$ cat config.mk
export PLATFORM = sky130hd
export DESIGN_NAME = button_debouncer
export DESIGN_NICKNAME = d
export VERILOG_FILES = /design/src/rtl/debounce_pkg.sv /design/src/rtl/debounce_channel.sv /design/src/rtl/button_debouncer.sv
export SDC_FILE = /design/constraint.sdc
export NUM_CORES = 1
export LEC_CHECK = 0
export BUFFER_PORTS_ARGS = -buffer_cell sky130_fd_sc_hd__buf_2
export CAP_MARGIN = 25
export CORE_ASPECT_RATIO = 0.5
export CORE_MARGIN = 1
export CORE_UTILIZATION = 30
export CTS_CLUSTER_SIZE = 8
export DETAILED_ROUTE_END_ITERATION = 8
export GPL_TIMING_DRIVEN = 0
export PLACE_DENSITY = 0.43
export SETUP_SLACK_MARGIN = 0.4
export SLEW_MARGIN = 20
export SYNTH_ARGS = -nofsm -noshare
export SYNTH_HDL_FRONTEND = slang
export SYNTH_HIERARCHICAL = 1
export SYNTH_SLANG_ARGS = --single-unit
$ cat constraint.sdc
create_clock -name clk -period 5.1 [get_ports clk]
set_input_delay 0.51 -clock clk [delete_from_list [all_inputs] [get_ports clk]]
set_output_delay 0.51 -clock clk [all_outputs]
set_load 0.005 [all_outputs]
$ cat src/rtl/debounce_pkg.sv
// Shared definitions for the push-button debouncer.
//   ch_state_e              : per-channel filter state encoding
//   DEBOUNCE_CYCLES_DEFAULT : stable samples needed before an output moves (10 ms at 50 MHz)
//   SYNC_STAGES_DEFAULT     : flops in each input synchroniser
//   BTN_RELEASED            : level of a released (active-low) button
package debounce_pkg;

    typedef enum logic [1:0] {
        StRel     = 2'b00,
        StWaitPrs = 2'b01,
        StPrs     = 2'b10,
        StWaitRel = 2'b11
    } ch_state_e;

    localparam int unsigned DEBOUNCE_CYCLES_DEFAULT = 500000;
    localparam int unsigned SYNC_STAGES_DEFAULT     = 2;
    localparam logic        BTN_RELEASED            = 1'b1;

endpackage

$ cat src/rtl/debounce_channel.sv
// One debounce channel: input synchroniser, 4-state stability filter and sample counter.
// Optional feature macro: BUTTON_DEBOUNCER_PULSE_EN (adds press_pulse_o).
// Ports:
//   clk_i         system clock
//   reset_i       synchronous active-high reset
//   raw_n_i       raw asynchronous active-low button pin
//   btn_n_o       debounced active-low level, registered
//   press_pulse_o one-cycle high pulse as btn_n_o falls (only with the macro defined)
module debounce_channel
    import debounce_pkg::*;
#(
    parameter int unsigned DEBOUNCE_CYCLES = DEBOUNCE_CYCLES_DEFAULT,
    parameter int unsigned SYNC_STAGES     = SYNC_STAGES_DEFAULT
) (
    input  logic clk_i,
    input  logic reset_i,
    input  logic raw_n_i,
    output logic btn_n_o
`ifdef BUTTON_DEBOUNCER_PULSE_EN
    ,
    output logic press_pulse_o
`endif
);

    localparam int unsigned   CntW   = $clog2(DEBOUNCE_CYCLES) + 1;
    localparam logic [CntW-1:0] CntMax = CntW'(DEBOUNCE_CYCLES - 1);
    localparam logic [CntW-1:0] CntOne = CntW'(1);

    logic [SYNC_STAGES-1:0] sync_q;
    logic                   sync_n;
    ch_state_e              state_q, state_d;
    logic [CntW-1:0]        cnt_q, cnt_d;
    logic                   out_q, out_d;

    always_ff @(posedge clk_i) begin
        if (reset_i) begin
            sync_q <= {SYNC_STAGES{BTN_RELEASED}};
        end else begin
            sync_q <= {sync_q[SYNC_STAGES-2:0], raw_n_i};
        end
    end

    assign sync_n = sync_q[SYNC_STAGES-1];

    // cnt holds the number of consecutive differing samples seen so far in a WAIT state;
    // the entering sample counts as the first, so the last one arrives at CntMax.
    always_comb begin
        state_d = state_q;
        cnt_d   = cnt_q;
        case (state_q)
            StRel: begin
                if (sync_n != BTN_RELEASED) begin
                    state_d = StWaitPrs;
                    cnt_d   = CntOne;
                end else begin
                    cnt_d = '0;
                end
            end
            StWaitPrs: begin
                if (sync_n == BTN_RELEASED) begin
                    state_d = StRel;
                    cnt_d   = '0;
                end else if (cnt_q == CntMax) begin
                    state_d = StPrs;
                    cnt_d   = '0;
                end else begin
                    cnt_d = cnt_q + CntOne;
                end
            end
            StPrs: begin
                if (sync_n == BTN_RELEASED) begin
                    state_d = StWaitRel;
                    cnt_d   = CntOne;
                end else begin
                    cnt_d = '0;
                end
            end
            StWaitRel: begin
                if (sync_n != BTN_RELEASED) begin
                    state_d = StPrs;
                    cnt_d   = '0;
                end else if (cnt_q == CntMax) begin
                    state_d = StRel;
                    cnt_d   = '0;
                end else begin
                    cnt_d = cnt_q + CntOne;
                end
            end
            default: begin
                state_d = StRel;
                cnt_d   = '0;
            end
        endcase
    end

    // Output is a register decoded from the current state, so it cannot glitch.
    assign out_d = ((state_q == StPrs) || (state_q == StWaitRel)) ? ~BTN_RELEASED
                                                                   : BTN_RELEASED;

    always_ff @(posedge clk_i) begin
        if (reset_i) begin
            state_q <= StRel;
            cnt_q   <= '0;
            out_q   <= BTN_RELEASED;
        end else begin
            state_q <= state_d;
            cnt_q   <= cnt_d;
            out_q   <= out_d;
        end
    end

    assign btn_n_o = out_q;

`ifdef BUTTON_DEBOUNCER_PULSE_EN
    logic pulse_q, pulse_d;

    // Fires on the same edge that drives out_q from released to pressed.
    assign pulse_d = (out_q == BTN_RELEASED) && (out_d != BTN_RELEASED);

    always_ff @(posedge clk_i) begin
        if (reset_i) begin
            pulse_q <= 1'b0;
        end else begin
            pulse_q <= pulse_d;
        end
    end

    assign press_pulse_o = pulse_q;
`endif

endmodule

$ cat src/rtl/button_debouncer.sv
// Debounces the two active-low push-buttons feeding the button FSM.
// Optional feature macro: BUTTON_DEBOUNCER_PULSE_EN (adds press1_pulse/press2_pulse).
// Ports:
//   clk          system clock
//   reset        synchronous active-high reset
//   btn1_raw_n   raw button 1 pin, active-low, asynchronous, bouncing
//   btn2_raw_n   raw button 2 pin, active-low, asynchronous, bouncing
//   button1      debounced button 1, active-low (0 = pressed)
//   button2      debounced button 2, active-low (0 = pressed)
//   press1_pulse one-cycle pulse as button1 falls (macro defined only)
//   press2_pulse one-cycle pulse as button2 falls (macro defined only)
module button_debouncer
    import debounce_pkg::*;
#(
    parameter int unsigned DEBOUNCE_CYCLES = DEBOUNCE_CYCLES_DEFAULT,
    parameter int unsigned SYNC_STAGES     = SYNC_STAGES_DEFAULT
) (
    input  logic clk,
    input  logic reset,
    input  logic btn1_raw_n,
    input  logic btn2_raw_n,
    output logic button1,
    output logic button2
`ifdef BUTTON_DEBOUNCER_PULSE_EN
    ,
    output logic press1_pulse,
    output logic press2_pulse
`endif
);

    debounce_channel #(
        .DEBOUNCE_CYCLES (DEBOUNCE_CYCLES),
        .SYNC_STAGES     (SYNC_STAGES)
    ) u_ch1 (
        .clk_i         (clk),
        .reset_i       (reset),
        .raw_n_i       (btn1_raw_n),
        .btn_n_o       (button1)
`ifdef BUTTON_DEBOUNCER_PULSE_EN
        ,
        .press_pulse_o (press1_pulse)
`endif
    );

    debounce_channel #(
        .DEBOUNCE_CYCLES (DEBOUNCE_CYCLES),
        .SYNC_STAGES     (SYNC_STAGES)
    ) u_ch2 (
        .clk_i         (clk),
        .reset_i       (reset),
        .raw_n_i       (btn2_raw_n),
        .btn_n_o       (button2)
`ifdef BUTTON_DEBOUNCER_PULSE_EN
        ,
        .press_pulse_o (press2_pulse)
`endif
    );

endmodule

==> results.json <==
{
  "worstSetupPathType": "reg2reg",
  "postCtsResizedCells": 0,
  "power.switching_mw": 0.156,
  "setup_tns_ns": 0,
  "worst_pin_slew_ns": 0.441,
  "fin_skew_ns": 0.00623,
  "grt_overflow": 0,
  "cts_tree": "done",
  "areaGrowthSynthToFinish_pct": 13.2,
  "grtUsageTotal_pct": 12.2,
  "antenna_found_initial": 0,
  "relSlewSlack_pct": 70.6,
  "die_area_um2": 7850,
  "grt_pass1_vias": 1647,
  "fin_area_um2": 2540,
  "path_clk_slew_ns": 0.07,
  "drive_gt1_share_pct": 13.0,
  "drt_iter0_markers": 84,
  "final-hold-violation-count": 0,
  "placed_area_um2": 2380,
  "synth_top_family_by_area": "simple AND/OR/NAND/NOR gates",
  "vdd_drop_max_v": 0.000138,
  "yosys.cell_types.count": 30,
  "pwr-share-seq_pct": 52.6,
  "fmax_mhz": 444,
  "cts.path.max_buffers": 2,
  "p_leak_nw": 0.735,
  "viasPerCell": 4.87,
  "synthSimpleGateAreaFrac_pct": 33.1,
  "syn-cell-area_um2": 2240,
  "cts_max_level": 2,
  "yosysTopAreaCell": "dfxtp_1",
  "async_reset_ff_share_pct": 0,
  "fin_nets": 266,
  "hp-class": "in2reg",
  "vias": 1719,
  "pwr-share-clk_pct": 46.6,
  "post-cts-setup-buffers": 0,
  "num_io_pins": 6,
  "ys.flop_type": "dfxtp_1",
  "grt_max_degree": 17,
  "yosysWarnings": 6,
  "yosysSeqAreaShare_pct": 44.6,
  "rows": 21,
  "cts.hold.buffers_added": 0,
  "ys_ff_latch": 50,
  "synthAdderAreaFrac_pct": 1.12,
  "postRouteWirelength_um": 4270,
  "drtPass1Iterations": 4,
  "io_buffer_count": 5,
  "combPwrFrac_pct": 0.8,
  "period_needed_ns": 2.25,
  "synth_top_area_share_pct": 44.6,
  "startpoint_type": "flop",
  "synth.most_common_cell": "dfxtp_1",
  "n_fill_cell": 714,
  "die_w_um": 124,
  "synth_edf_count": 0,
  "switching_share_pct": 20.8,
  "core_area_um2": 6960,
  "drv_slew": 0,
  "p_per_area_nw_per_um2": 295,
  "setup_viol": 0,
  "arrival_ns": 2.44,
  "crit_path_max_fanout": 10,
  "numCtsBuffers": 5,
  "r2r-start": "u_ch2/cnt_q[0]",
  "grt_pass1_wl_um": 7650,
  "hold_start": "btn1_raw_n",
  "worst_setup_path_end_kind": "flop",
  "diodes": 0,
  "dp_hpwl_um": 3090,
  "antenna_left": 0,
  "initial_utilization_pct": 32.2,
  "outcome": "finished, final reports clean",
  "synth_nets": 254,
  "intPower_mw": 0.593,
  "muxShareOfSynthArea_pct": 1.78,
  "fp.dieH_um": 63.1,
  "required_ns": 5.29,
  "fin_crit_sh_pct": 44.1,
  "rsz0062_at_grt": "false",
  "drc_errors": 0,
  "synthTopCellsByArea": "dfxtp_1, xnor2_1, nor2_1, xor2_1, nor3_1",
  "place.gp.congestion": 0.709,
  "syn_area_per_cell_um2": 9.05,
  "insertion_delay_ns": 0.29,
  "startpoint": "u_ch2/cnt_q[0]",
  "netlist_top_cells_count": "dfxtp_1, nor2_1, xnor2_1, nand2_1, nor3_1",
  "synthXorXnorAreaFrac_pct": 10.9,
  "maxCapViolations": 0,
  "cts_root_buf": "clkbuf_16",
  "clkSinkCount": 50,
  "synthCells": 248,
  "synth_compound_area_share_pct": 5.47,
  "wl_per_cell_um": 12.1
}
## state kept, by name, indices dropped and copies added (netlist names), named ones only
| signal | count |
|---|---|
| u_ch1/sync_q | 2 |
| u_ch2/btn_n_o | 1 |
| u_ch1/state_q | 1 |
| u_ch1/cnt_q | 20 |
| u_ch1/btn_n_o | 1 |
| u_ch2/cnt_q | 20 |
| u_ch2/state_q | 1 |
| u_ch2/sync_q | 2 |
## power by group through the flow
stage | Sequential, mW | Combinational [mW] | Clock (mW)
4_1_cts | 0.394 | 0.00618 | 0.362
3_3_place_gp | 0.403 | 0.00606 | 0
6_report | 0.394 | 0.00599 | 0.349
5_1_grt | 0.394 | 0.00693 | 0.380
3_5_place_dp | 0.403 | 0.00619 | 0
2_1_floorplan | 0.402 | 0.00352 | 0
## metal layers
layer / track usage (%) / wire length, um / vias to the layer above
met3: 4.08 / 100 / 7
met5: 0 / 0 / -
met1: 15.6 / 2280 / 799
met4: 5.42 / 75 / 0
met2: 18.6 / 1820 / 8
li1: - / - / 905
## area by class of cell
| class | count | area, um^2 | share of cell area, % |
|---|---|---|---|
| inverter | 9 | 33.8 | 1.33 |
| sequential | 50 | 1000 | 39.4 |
| timing repair buffer | 5 | 25.0 | 0.986 |
| buffer | 6 | 32.5 | 1.28 |
| clock inverter | 2 | 16.3 | 0.641 |
| tap | 92 | 115 | 4.53 |
| multi-input combinational | 183 | 1180 | 46.3 |
| clock buffer | 6 | 139 | 5.47 |
## final timing paths
kind / to / slack (ns) / cells past startpoint
setup / recovery: u_ch2/cnt_q[11] / 2.85 / 6
hold / removal: u_ch1/sync_q[0] / 0.40 / 2
hold reg to reg: u_ch1/sync_q[1] / 0.41 / 1
setup reg to reg: u_ch2/cnt_q[11] / 2.85 / 6
## placed cells by master (no fill, tap or decap), types with 7 or more instances in the layout
cell | netlist | routed
dfxtp_1 | 50 | 50
inv_1 | 9 | 9
nor3_1 | 16 | 16
a21oi_1 | 9 | 9
buf_2 | 2 | 7
or2_2 | 7 | 7
nand2_1 | 17 | 17
xnor2_1 | 18 | 18
nand4_1 | 9 | 9
xor2_1 | 10 | 10
nand3_1 | 13 | 13
nor2_1 | 33 | 33
nor4_1 | 8 | 8
## kinds of logic after synthesis
family,Yosys count
adder cells (fa/ha/maj),2
AO/OA/AOI/OAI,20
buffers and inverters,15
AND/OR/NAND/NOR,129
flip-flops,50
multiplexers,4
XOR/XNOR,28
## metrics by stage
step	setup WS, ns	hold WS (ns)	instances	utilization, %	power, mW
3_3_place_gp	2.84	0.393	345	34.2	0.409
4_1_cts	2.81	0.387	353	36.5	0.762
5_1_grt	2.68	0.395	353	36.5	0.781
3_5_place_dp	2.84	0.397	345	34.2	0.409
6_report	2.85	0.396	353	36.5	0.748
2_1_floorplan	3.21	0.389	248	-	0.406
## worst max-delay path: stages (launching register included)
cell and delay [ns]:
dfxtp_1 0.42, ha_1 0.27, nand4_2 0.19, or4_1 0.56
o21ai_2 0.40, buf_4 0.25, nor2_1 0.06
Power figures use the tool's default switching activity.
